===== config.mk =====
export PLATFORM = sky130hd
export DESIGN_NAME = analog_ctrl_wb
export DESIGN_NICKNAME = d
export VERILOG_FILES = /design/src/rtl/analog_ctrl_wb.sv
export SDC_FILE = /design/constraint.sdc
export NUM_CORES = 1
export LEC_CHECK = 0
export BUFFER_PORTS_ARGS = -buffer_cell sky130_fd_sc_hd__buf_4
export CORE_UTILIZATION = 40
export CTS_CLUSTER_SIZE = 25
export DETAILED_ROUTE_END_ITERATION = 10
export HOLD_SLACK_MARGIN = 0.02
export PLACE_DENSITY = 0.62
export SLEW_MARGIN = 40
export SYNTH_ARGS = -nofsm -noshare
export SYNTH_HDL_FRONTEND = slang
export SYNTH_SLANG_ARGS = --single-unit

===== constraint.sdc =====
create_clock -name wb_clk_i -period 12.6 [get_ports wb_clk_i]
set_input_delay 1.26 -clock wb_clk_i [delete_from_list [all_inputs] [get_ports wb_clk_i]]
set_output_delay 1.26 -clock wb_clk_i [all_outputs]
set_load 0.05 [all_outputs]

===== src/rtl/analog_ctrl_wb.sv =====
// Wishbone register block for the user analog macro: per-channel trim/enable controls,
// round-robin scan of the channel enables, and edge-triggered monitor interrupts.
module analog_ctrl_wb #(
    parameter int          NCH      = 4,
    parameter int          CW       = 8,
    parameter int          NIN      = 8,
    parameter logic [31:0] BASE_ADR = 32'h3000_0000
) (
    input  logic              wb_clk_i,
    input  logic              wb_rst_i,
    input  logic              wbs_cyc_i,
    input  logic              wbs_stb_i,
    input  logic              wbs_we_i,
    input  logic [3:0]        wbs_sel_i,
    input  logic [31:0]       wbs_adr_i,
    input  logic [31:0]       wbs_dat_i,
    output logic              wbs_ack_o,
    output logic [31:0]       wbs_dat_o,
    output logic [NCH*CW-1:0] ctrl_o,
    output logic [NCH-1:0]    en_o,
    input  logic [NIN-1:0]    mon_i,
    output logic              irq_o
);
    localparam int PW = (NCH > 1) ? $clog2(NCH) : 1;

    // Handshake: a selected cyc&stb is captured only while no transfer is in flight
    // (r_busy) or being acknowledged (r_ack). One edge after capture, ack pulses for a
    // single cycle, read data is presented with it, and a write commits on that edge.
    logic          r_busy;
    logic          r_we;
    logic [7:0]    r_off;
    logic [31:0]   r_dat;
    logic [3:0]    r_sel;
    logic          r_ack;
    logic [31:0]   r_rdata;

    logic [NCH-1:0] r_en;
    logic [NIN-1:0] r_pend;
    logic [NIN-1:0] r_mask;
    logic           r_mode;
    logic [15:0]    r_dwell;
    logic [PW-1:0]  r_ptr;
    logic [15:0]    r_dcnt;
    logic [CW-1:0]  r_ctrl [NCH];
    logic [NIN-1:0] r_s1, r_s2, r_s3;
    logic [NCH-1:0] r_en_o;
    logic           r_irq;

    logic           w_accept;
    logic           w_wr;
    logic [31:0]    w_wmask;
    logic [31:0]    w_rd;
    logic [31:0]    w_merged;
    logic [NCH-1:0] w_en_d;
    logic           w_mode_d;
    logic [PW-1:0]  w_ptr_d;
    logic [15:0]    w_dcnt_d;
    logic [NCH-1:0] w_onehot;
    logic [NCH-1:0] w_en_o_d;
    logic [NIN-1:0] w_clr;
    logic [NIN-1:0] w_rise;
    logic           w_unused;

    assign w_accept = wbs_cyc_i & wbs_stb_i & (wbs_adr_i[31:8] == BASE_ADR[31:8])
                      & ~r_busy & ~r_ack;
    assign w_wr     = r_busy & r_we;
    assign w_wmask  = {{8{r_sel[3]}}, {8{r_sel[2]}}, {8{r_sel[1]}}, {8{r_sel[0]}}};
    assign w_merged = (w_rd & ~w_wmask) | (r_dat & w_wmask);
    assign w_rise   = r_s2 & ~r_s3;
    assign w_unused = ^w_merged;

    always_comb begin
        w_rd = '0;
        case (r_off)
            8'h00: w_rd = {8'hA5, 8'(NCH), 8'(CW), 8'(NIN)};
            8'h04: w_rd[NCH-1:0] = r_en;
            8'h08: w_rd[NIN-1:0] = r_s2;
            8'h0C: w_rd[NIN-1:0] = r_pend;
            8'h10: w_rd[NIN-1:0] = r_mask;
            8'h14: begin
                w_rd[0]     = r_mode;
                w_rd[31:16] = r_dwell;
            end
            8'h18: w_rd[PW-1:0] = r_ptr;
            default: begin
                for (int k = 0; k < NCH; k++) begin
                    if (r_off == 8'(32 + 4 * k)) w_rd[CW-1:0] = r_ctrl[k];
                end
            end
        endcase
    end

    // Scan stepping uses the pre-write state; en_o is built from the post-edge values so
    // it always reflects the EN/MODE/ptr held in the same cycle.
    always_comb begin
        w_en_d   = r_en;
        w_mode_d = r_mode;
        w_clr    = '0;
        if (w_wr && r_off == 8'h04) w_en_d = w_merged[NCH-1:0];
        if (w_wr && r_off == 8'h14) w_mode_d = w_merged[0];
        if (w_wr && r_off == 8'h0C) w_clr = r_dat[NIN-1:0] & w_wmask[NIN-1:0];

        w_ptr_d  = r_ptr;
        w_dcnt_d = r_dcnt;
        if (!r_mode) begin
            w_ptr_d  = '0;
            w_dcnt_d = '0;
        end else if (!r_en[r_ptr] || r_dcnt == r_dwell) begin
            w_ptr_d  = (r_ptr == PW'(NCH - 1)) ? '0 : r_ptr + 1'b1;
            w_dcnt_d = '0;
        end else begin
            w_dcnt_d = r_dcnt + 16'd1;
        end

        w_onehot          = '0;
        w_onehot[w_ptr_d] = 1'b1;
        if (w_mode_d) w_en_o_d = w_en_d[w_ptr_d] ? w_onehot : '0;
        else          w_en_o_d = w_en_d;
    end

    always_ff @(posedge wb_clk_i or posedge wb_rst_i) begin
        if (wb_rst_i) begin
            r_busy  <= 1'b0;
            r_we    <= 1'b0;
            r_off   <= '0;
            r_dat   <= '0;
            r_sel   <= '0;
            r_ack   <= 1'b0;
            r_rdata <= '0;
            r_en    <= '0;
            r_pend  <= '0;
            r_mask  <= '0;
            r_mode  <= 1'b0;
            r_dwell <= '0;
            r_ptr   <= '0;
            r_dcnt  <= '0;
            r_s1    <= '0;
            r_s2    <= '0;
            r_s3    <= '0;
            r_en_o  <= '0;
            r_irq   <= 1'b0;
            for (int k = 0; k < NCH; k++) r_ctrl[k] <= '0;
        end else begin
            if (w_accept) begin
                r_busy <= 1'b1;
                r_we   <= wbs_we_i;
                r_off  <= wbs_adr_i[7:0];
                r_dat  <= wbs_dat_i;
                r_sel  <= wbs_sel_i;
            end else begin
                r_busy <= 1'b0;
            end
            r_ack   <= r_busy;
            r_rdata <= (r_busy && !r_we) ? w_rd : '0;

            r_en   <= w_en_d;
            r_mode <= w_mode_d;
            r_ptr  <= w_ptr_d;
            r_dcnt <= w_dcnt_d;
            r_en_o <= w_en_o_d;
            if (w_wr && r_off == 8'h10) r_mask  <= w_merged[NIN-1:0];
            if (w_wr && r_off == 8'h14) r_dwell <= w_merged[31:16];
            for (int k = 0; k < NCH; k++) begin
                if (w_wr && r_off == 8'(32 + 4 * k)) r_ctrl[k] <= w_merged[CW-1:0];
            end

            r_s1   <= mon_i;
            r_s2   <= r_s1;
            r_s3   <= r_s2;
            // A new edge wins over a same-cycle clear.
            r_pend <= (r_pend & ~w_clr) | w_rise;
            r_irq  <= |(r_pend & r_mask);
        end
    end

    for (genvar k = 0; k < NCH; k++) begin : g_ctrl
        assign ctrl_o[k*CW +: CW] = r_ctrl[k];
    end

    assign wbs_ack_o = r_ack;
    assign wbs_dat_o = r_rdata;
    assign en_o      = r_en_o;
    assign irq_o     = r_irq;
endmodule


==> flow_metrics.tcl, run 1 <==
set metrics [dict create \
    cts_setup_buffers 0 \
    p_per_area_nw_per_um2 127 \
    port-buffer-count 134 \
    slowest_stage "dfrtp_1" \
    crit_path_frequent_cell "mux2i_1" \
    violations "DRC" \
    wl_um 17800 \
    cts_max_level 4 \
    rr_startpoint "r_off[3]" \
    cp-end-kind "flip-flop" \
    sequentialPowerShare 0.487 \
    synth_edf_count 0 \
    cts_sinks 179 \
    outcome "finished, violations left" \
    crit_fanout 20 \
    p_comb_frac 0.030 \
    cp-start-kind "flip-flop" \
    worst_pin_slew_ns 0.808 \
    finalSetupTns_ns 0 \
    cts_tree "built" \
    final_nets 833 \
    final_area_um2 9360 \
    p_clk_frac 0.483 \
    die_y_um 139 \
    grt_max_degree 82 \
    numCtsBuffers 17 \
    vias 5197 \
    drive_above_1_share 0.336 \
    seq_area_frac_synth 0.598 \
    ys_seq_elements 179 \
    syn_area_um2 7490 \
    finalMaxSlewViolations 0 \
    area_growth_pct 25.0 \
    p_switching_mw 0.250 \
    firstDrtPassIters 7 \
    grt_pass1_vias 5312 \
    antenna_found_initial 0 \
    power.leakage_nw 4.52 \
    synth_area_leaders "dfrtp_1, mux2_2, nand2_1" \
    min_path_type "reg -> reg" \
    synth.largest_area_cell "dfrtp_1" \
    max_freq_mhz 336 \
    coreArea_um2 18100 \
    drc_errors 7 \
    io_pins 151 \
    drt_iter0_markers 261 \
    rows 49 \
    swShare 0.210 \
    relSlewSlack 0.462 \
    finalHoldViolCount 0 \
    critPathLaunch "r_off[3]" \
    initial_core_util 0.413 \
    overflow 0 \
    die-area_um2 19300 \
    fin_crit_sh 0.236 \
    wl_per_cell_um 18.0 \
    yosysTopAreaCellShare 0.598 \
    cts_resized 0 \
    cp.arrival_ns 3.33 \
    path_cells "nor2_1 -> a31oi_1 -> o31ai_1 -> mux2i_1 -> mux2i_1 -> a21boi_1" \
    clk-insertion-delay-late_ns 0.43 \
    rsz0062_at_grt "no" \
    ant_nets 0 \
    synth-async-reset-ratio 1.00 \
    grt_pass1_wl_um 28800 \
    synthCells 619 \
    cts_root_buf "clkbuf_16" \
    ys.flop_type "dfrtp_1" \
    hp-start "r_s1[1]" \
    final_util 0.516 \
    grt.total_usage 0.195 \
    p_int_mw 0.940 \
    cts-hold-fix-buffers 0 \
    cts_buffer_depth 2 \
    detailed_place.area_um2 8710 \
    viasPerCell 5.24 \
    diodes 0 \
    clk_pin_slew_ns 0.07 \
    required_ns 12.95 \
    maxCapViolations 0 \
    peakVddDrop_uv 97.8 \
    avgSynthCellArea_um2 12.1 \
    post-synth-top-count-cell "dfrtp_1" \
    ys_types 49 \
    setup_viol 0 \
    yosysWarnings 0 \
    dpl.hpwl_um 13000 \
    die_w_um 139 \
    gp_congestion 0.826 \
    fin_worst_skew_ns 0.00870 \
    post-route-min-period_ns 2.98 \
    synth_commonest_cells "dfrtp_1, mux2_2, nand2_1" \
    slowest_delay_ns 0.68 \
    path_class "reg -> reg" \
]
==> metrics by stage <==
step	hold WS [ns]	setup WS [ns]	instances	power, mW
6_report	0.350	9.62	992	1.19
5_1_grt	0.355	9.45	992	1.23
4_1_cts	0.350	9.68	992	1.20
3_5_place_dp	0.335	9.46	960	0.627
3_3_place_gp	0.333	9.49	959	0.625
2_1_floorplan	0.331	6.48	625	0.606
==> registers in the layout, indices dropped and copies added, names as in the netlist <==
name / flops
ctrl_o: 32
en_o: 4
irq_o: 1
r_busy: 1
r_dat: 24
r_dcnt: 16
r_dwell: 16
r_en: 4
r_mask: 8
r_mode: 1
r_off: 8
r_pend: 8
r_ptr: 2
r_s1: 8
r_s2: 8
r_s3: 8
r_sel: 3
r_we: 1
wbs_ack_o: 1
wbs_dat_o: 25
==> logic make-up after synthesis <==
logic type | synth area share
muxes | 0.144
xor gates and xnor gates | 0.0351
adders and majority gates | 0.00334
buffers and inverters | 0.0294
AOI/OAI and AO/OA | 0.0685
other | 0.000501
and+or+nand+nor | 0.121
DFF | 0.598
==> cell usage in the layout (no fill, tap or decap), drive strengths merged, types with 6 or more instances in the layout <==
master | netlist | layout
o21ai | 28 | 28
mux2 | 74 | 74
mux2i | 12 | 12
a221oi | 6 | 6
a21oi | 22 | 22
nand3 | 14 | 14
nand2 | 63 | 63
nor2 | 46 | 46
nor3 | 8 | 8
and2 | 14 | 14
xnor2 | 12 | 12
dfrtp | 179 | 179
inv | 13 | 17
xor2 | 18 | 18
a22oi | 8 | 8
clkbuf | 15 | 19
buf | 18 | 139
conb | 1 | 7
nand4 | 11 | 11
==> critical path, delay by kind of cell, from the launching register on <==
kind	cells	cell delay [ns]
flops	1	0.68
mux	2	0.64
simple gates	1	0.66
compound gates	3	0.92
==> final cells by class <==
| cell class | instances | area, µm² |
|---|---|---|
| clock inverters | 13 | 195 |
| fillers | 1578 | 8790 |
| repair buffers | 139 | 1070 |
| clock buffers | 19 | 453 |
| multi-input cells | 400 | 2830 |
| well taps | 229 | 287 |
| flip-flops and latches | 179 | 4480 |
| inverters | 13 | 53.8 |
==> worst paths after layout <==
path | slack [ns] | to | cells after the start
max | 9.62 | en_o[2] | 6
min | 0.35 | r_s2[1] | 0
max reg2reg | 9.62 | en_o[2] | 6
min reg2reg | 0.35 | r_s2[1] | 0
max in group asynchronous | 10.43 | wbs_ack_o | 4
min in group asynchronous | 0.81 | wbs_dat_o[2] | 2
==> routing by layer <==
metal,vias up,global-route usage,share of wire
li1,2414,-,-
met1,2631,0.259,0.45
met2,122,0.314,0.49
met3,30,0.0439,0.043
met4,0,0.0684,0.019
met5,-,0,0
==> power groups by stage <==
stage | Sequential, mW | Combinational [mW] | Clock [mW]
2_1_floorplan | 0.591 | 0.0159 | 0
3_3_place_gp | 0.591 | 0.0341 | 0
3_5_place_dp | 0.591 | 0.0364 | 0
4_1_cts | 0.580 | 0.0365 | 0.584
5_1_grt | 0.580 | 0.0394 | 0.612
6_report | 0.580 | 0.0353 | 0.575
Note: power is estimated with default switching activity, not from simulation.
==> inputs of run 2 (changes only) <==
- clock period: 12.6 -> 2.95 ns (I/O delays scaled with it)
==> flow_metrics.tcl, run 2 (synthesis gave the netlist of run 1 again) <==
set metrics [dict create \
    dpl.hpwl_um 13200 \
    path_cells "buf_4 -> nor4b_1 -> a221oi_2 -> nor2_1 -> a22o_1 -> mux2_4 -> mux2_2 -> a21boi_1" \
    clk-insertion-delay-late_ns 0.43 \
    crit_family "simple AND/OR/NAND/NOR gates" \
    final_nets 852 \
    crit_fanout 15 \
    wl_um 18200 \
    dr_wl_met2_um 9130 \
    place_ws_ns 0.407 \
    post-route-min-period_ns 2.72 \
    peakVddDrop_uv 419 \
    relSlewSlack 0.506 \
    grt_pass1_vias 5578 \
    setup_viol 0 \
    slowest_stage "dfrtp_1" \
    p_per_area_nw_per_um2 530 \
    grt_pass1_wl_um 29500 \
    cts-hold-fix-buffers 9 \
    overflow 0 \
    worst_pin_slew_ns 0.741 \
    wl_met1_um 7910 \
    finalMaxSlewViolations 0 \
    antenna_found_initial 0 \
    cts_max_level 4 \
    coreArea_um2 18100 \
    viasPerCell 5.26 \
    cts_tree "built" \
    fin_worst_skew_ns 0.00773 \
    route.met3.wl_um 874 \
    grt.total_usage 0.200 \
    largest_reg_flops 32 \
    numCtsBuffers 17 \
    path_class "reg -> reg" \
    firstDrtPassIters 7 \
    cts_sinks 179 \
    final_common_cell "dfrtp_1" \
    outcome "finished, violations left" \
    min_path_type "in -> reg" \
    cp.arrival_ns 3.07 \
    cts_buffer_depth 2 \
    power.leakage_nw 4.60 \
    cp-start-kind "flip-flop" \
    gp_congestion 0.830 \
    diodes 0 \
    die_w_um 139 \
    drt_iter0_markers 329 \
    port-buffer-count 134 \
    cts_root_buf "clkbuf_16" \
    rsz0062_at_grt "no" \
    slowest_delay_ns 0.73 \
    clk_pin_slew_ns 0.07 \
    maxCapViolations 0 \
    fin_ws_ns 0.230 \
    die-area_um2 19300 \
    fin_crit_sh 0.922 \
    wl_per_cell_um 18.0 \
    final_cell_mix "dfrtp_1, buf_4, mux2_2" \
    finalHoldViolCount 0 \
    rrSetupSlack_ns 0.23 \
    highest_layer "met4" \
    die_y_um 139 \
    initial_core_util 0.413 \
    max_freq_mhz 368 \
    drive_above_1_share 0.337 \
    area_growth_pct 27.0 \
    vias 5317 \
    cts_setup_buffers 0 \
    ant_nets 0 \
    rows 49 \
    drc_errors 6 \
    grt_max_degree 101 \
    violations "DRC" \
    required_ns 3.30 \
    cp-end-kind "flip-flop" \
    finalSetupTns_ns 0 \
    cts_resized 0 \
    io_pins 151 \
    path_buf_inv 1 \
]
==> run 2: path summary, 6_finish.rpt <==
path / end / start / cells past startpoint
max in group asynchronous: r_sel[2] / wb_rst_i / 5
max: en_o[0] / r_off[3] / 8
min: r_dat[5] / wbs_dat_i[5] / 2
min in group asynchronous: wbs_ack_o / wb_rst_i / 4
min reg2reg: r_s2[4] / r_s1[4] / 0
max reg2reg: en_o[0] / r_off[3] / 8
==> run 2: report_power, final <==
group	internal (mW)	switching (mW)	leakage [nW]	total, mW
Combinational	0.0767	0.0862	1.89	0.163
Sequential	2.47	0.00782	2.40	2.48
Clock	1.46	0.937	0.310	2.40
==> run 2: layout make-up <==
class | instances | area [µm²]
clock buffers | 19 | 453
multi-input cells | 400 | 2820
flip-flops and latches | 179 | 4480
clock inverters | 12 | 178
well taps | 229 | 287
inverters | 13 | 52.6
repair buffers | 158 | 1240
fillers | 1598 | 8640
==> run 2: worst register-to-register path, delay by kind of cell, from the launching register on <==
kind                   cells  cell delay [ns]
AND/OR/NAND/NOR            2             0.74
buffers and inverters      1             0.27
AO/OA/AOI/OAI              3             0.50
flip-flops                 1             0.73
multiplexers               2             0.40
==> run 2: routing by layer <==
layer / track usage / vias up
met4: 0.0585 / 0
met3: 0.0473 / 21
met5: 0 / -
met2: 0.332 / 149
met1: 0.260 / 2709
li1: - / 2438
==> run 2: through the flow <==
step / cell area, µm² / utilization / hold WS [ns] / instances / total power, mW
2_1_floorplan: 7510 / - / 0.326 / 625 / 2.59
3_3_place_gp: 8760 / 0.483 / 0.333 / 969 / 2.67
3_5_place_dp: 8790 / 0.484 / 0.335 / 970 / 2.68
4_1_cts: 9510 / 0.524 / 0.0844 / 1010 / 5.09
5_1_grt: 9510 / 0.524 / 0.0773 / 1010 / 5.21
6_report: 9510 / 0.524 / 0.0967 / 1010 / 5.04
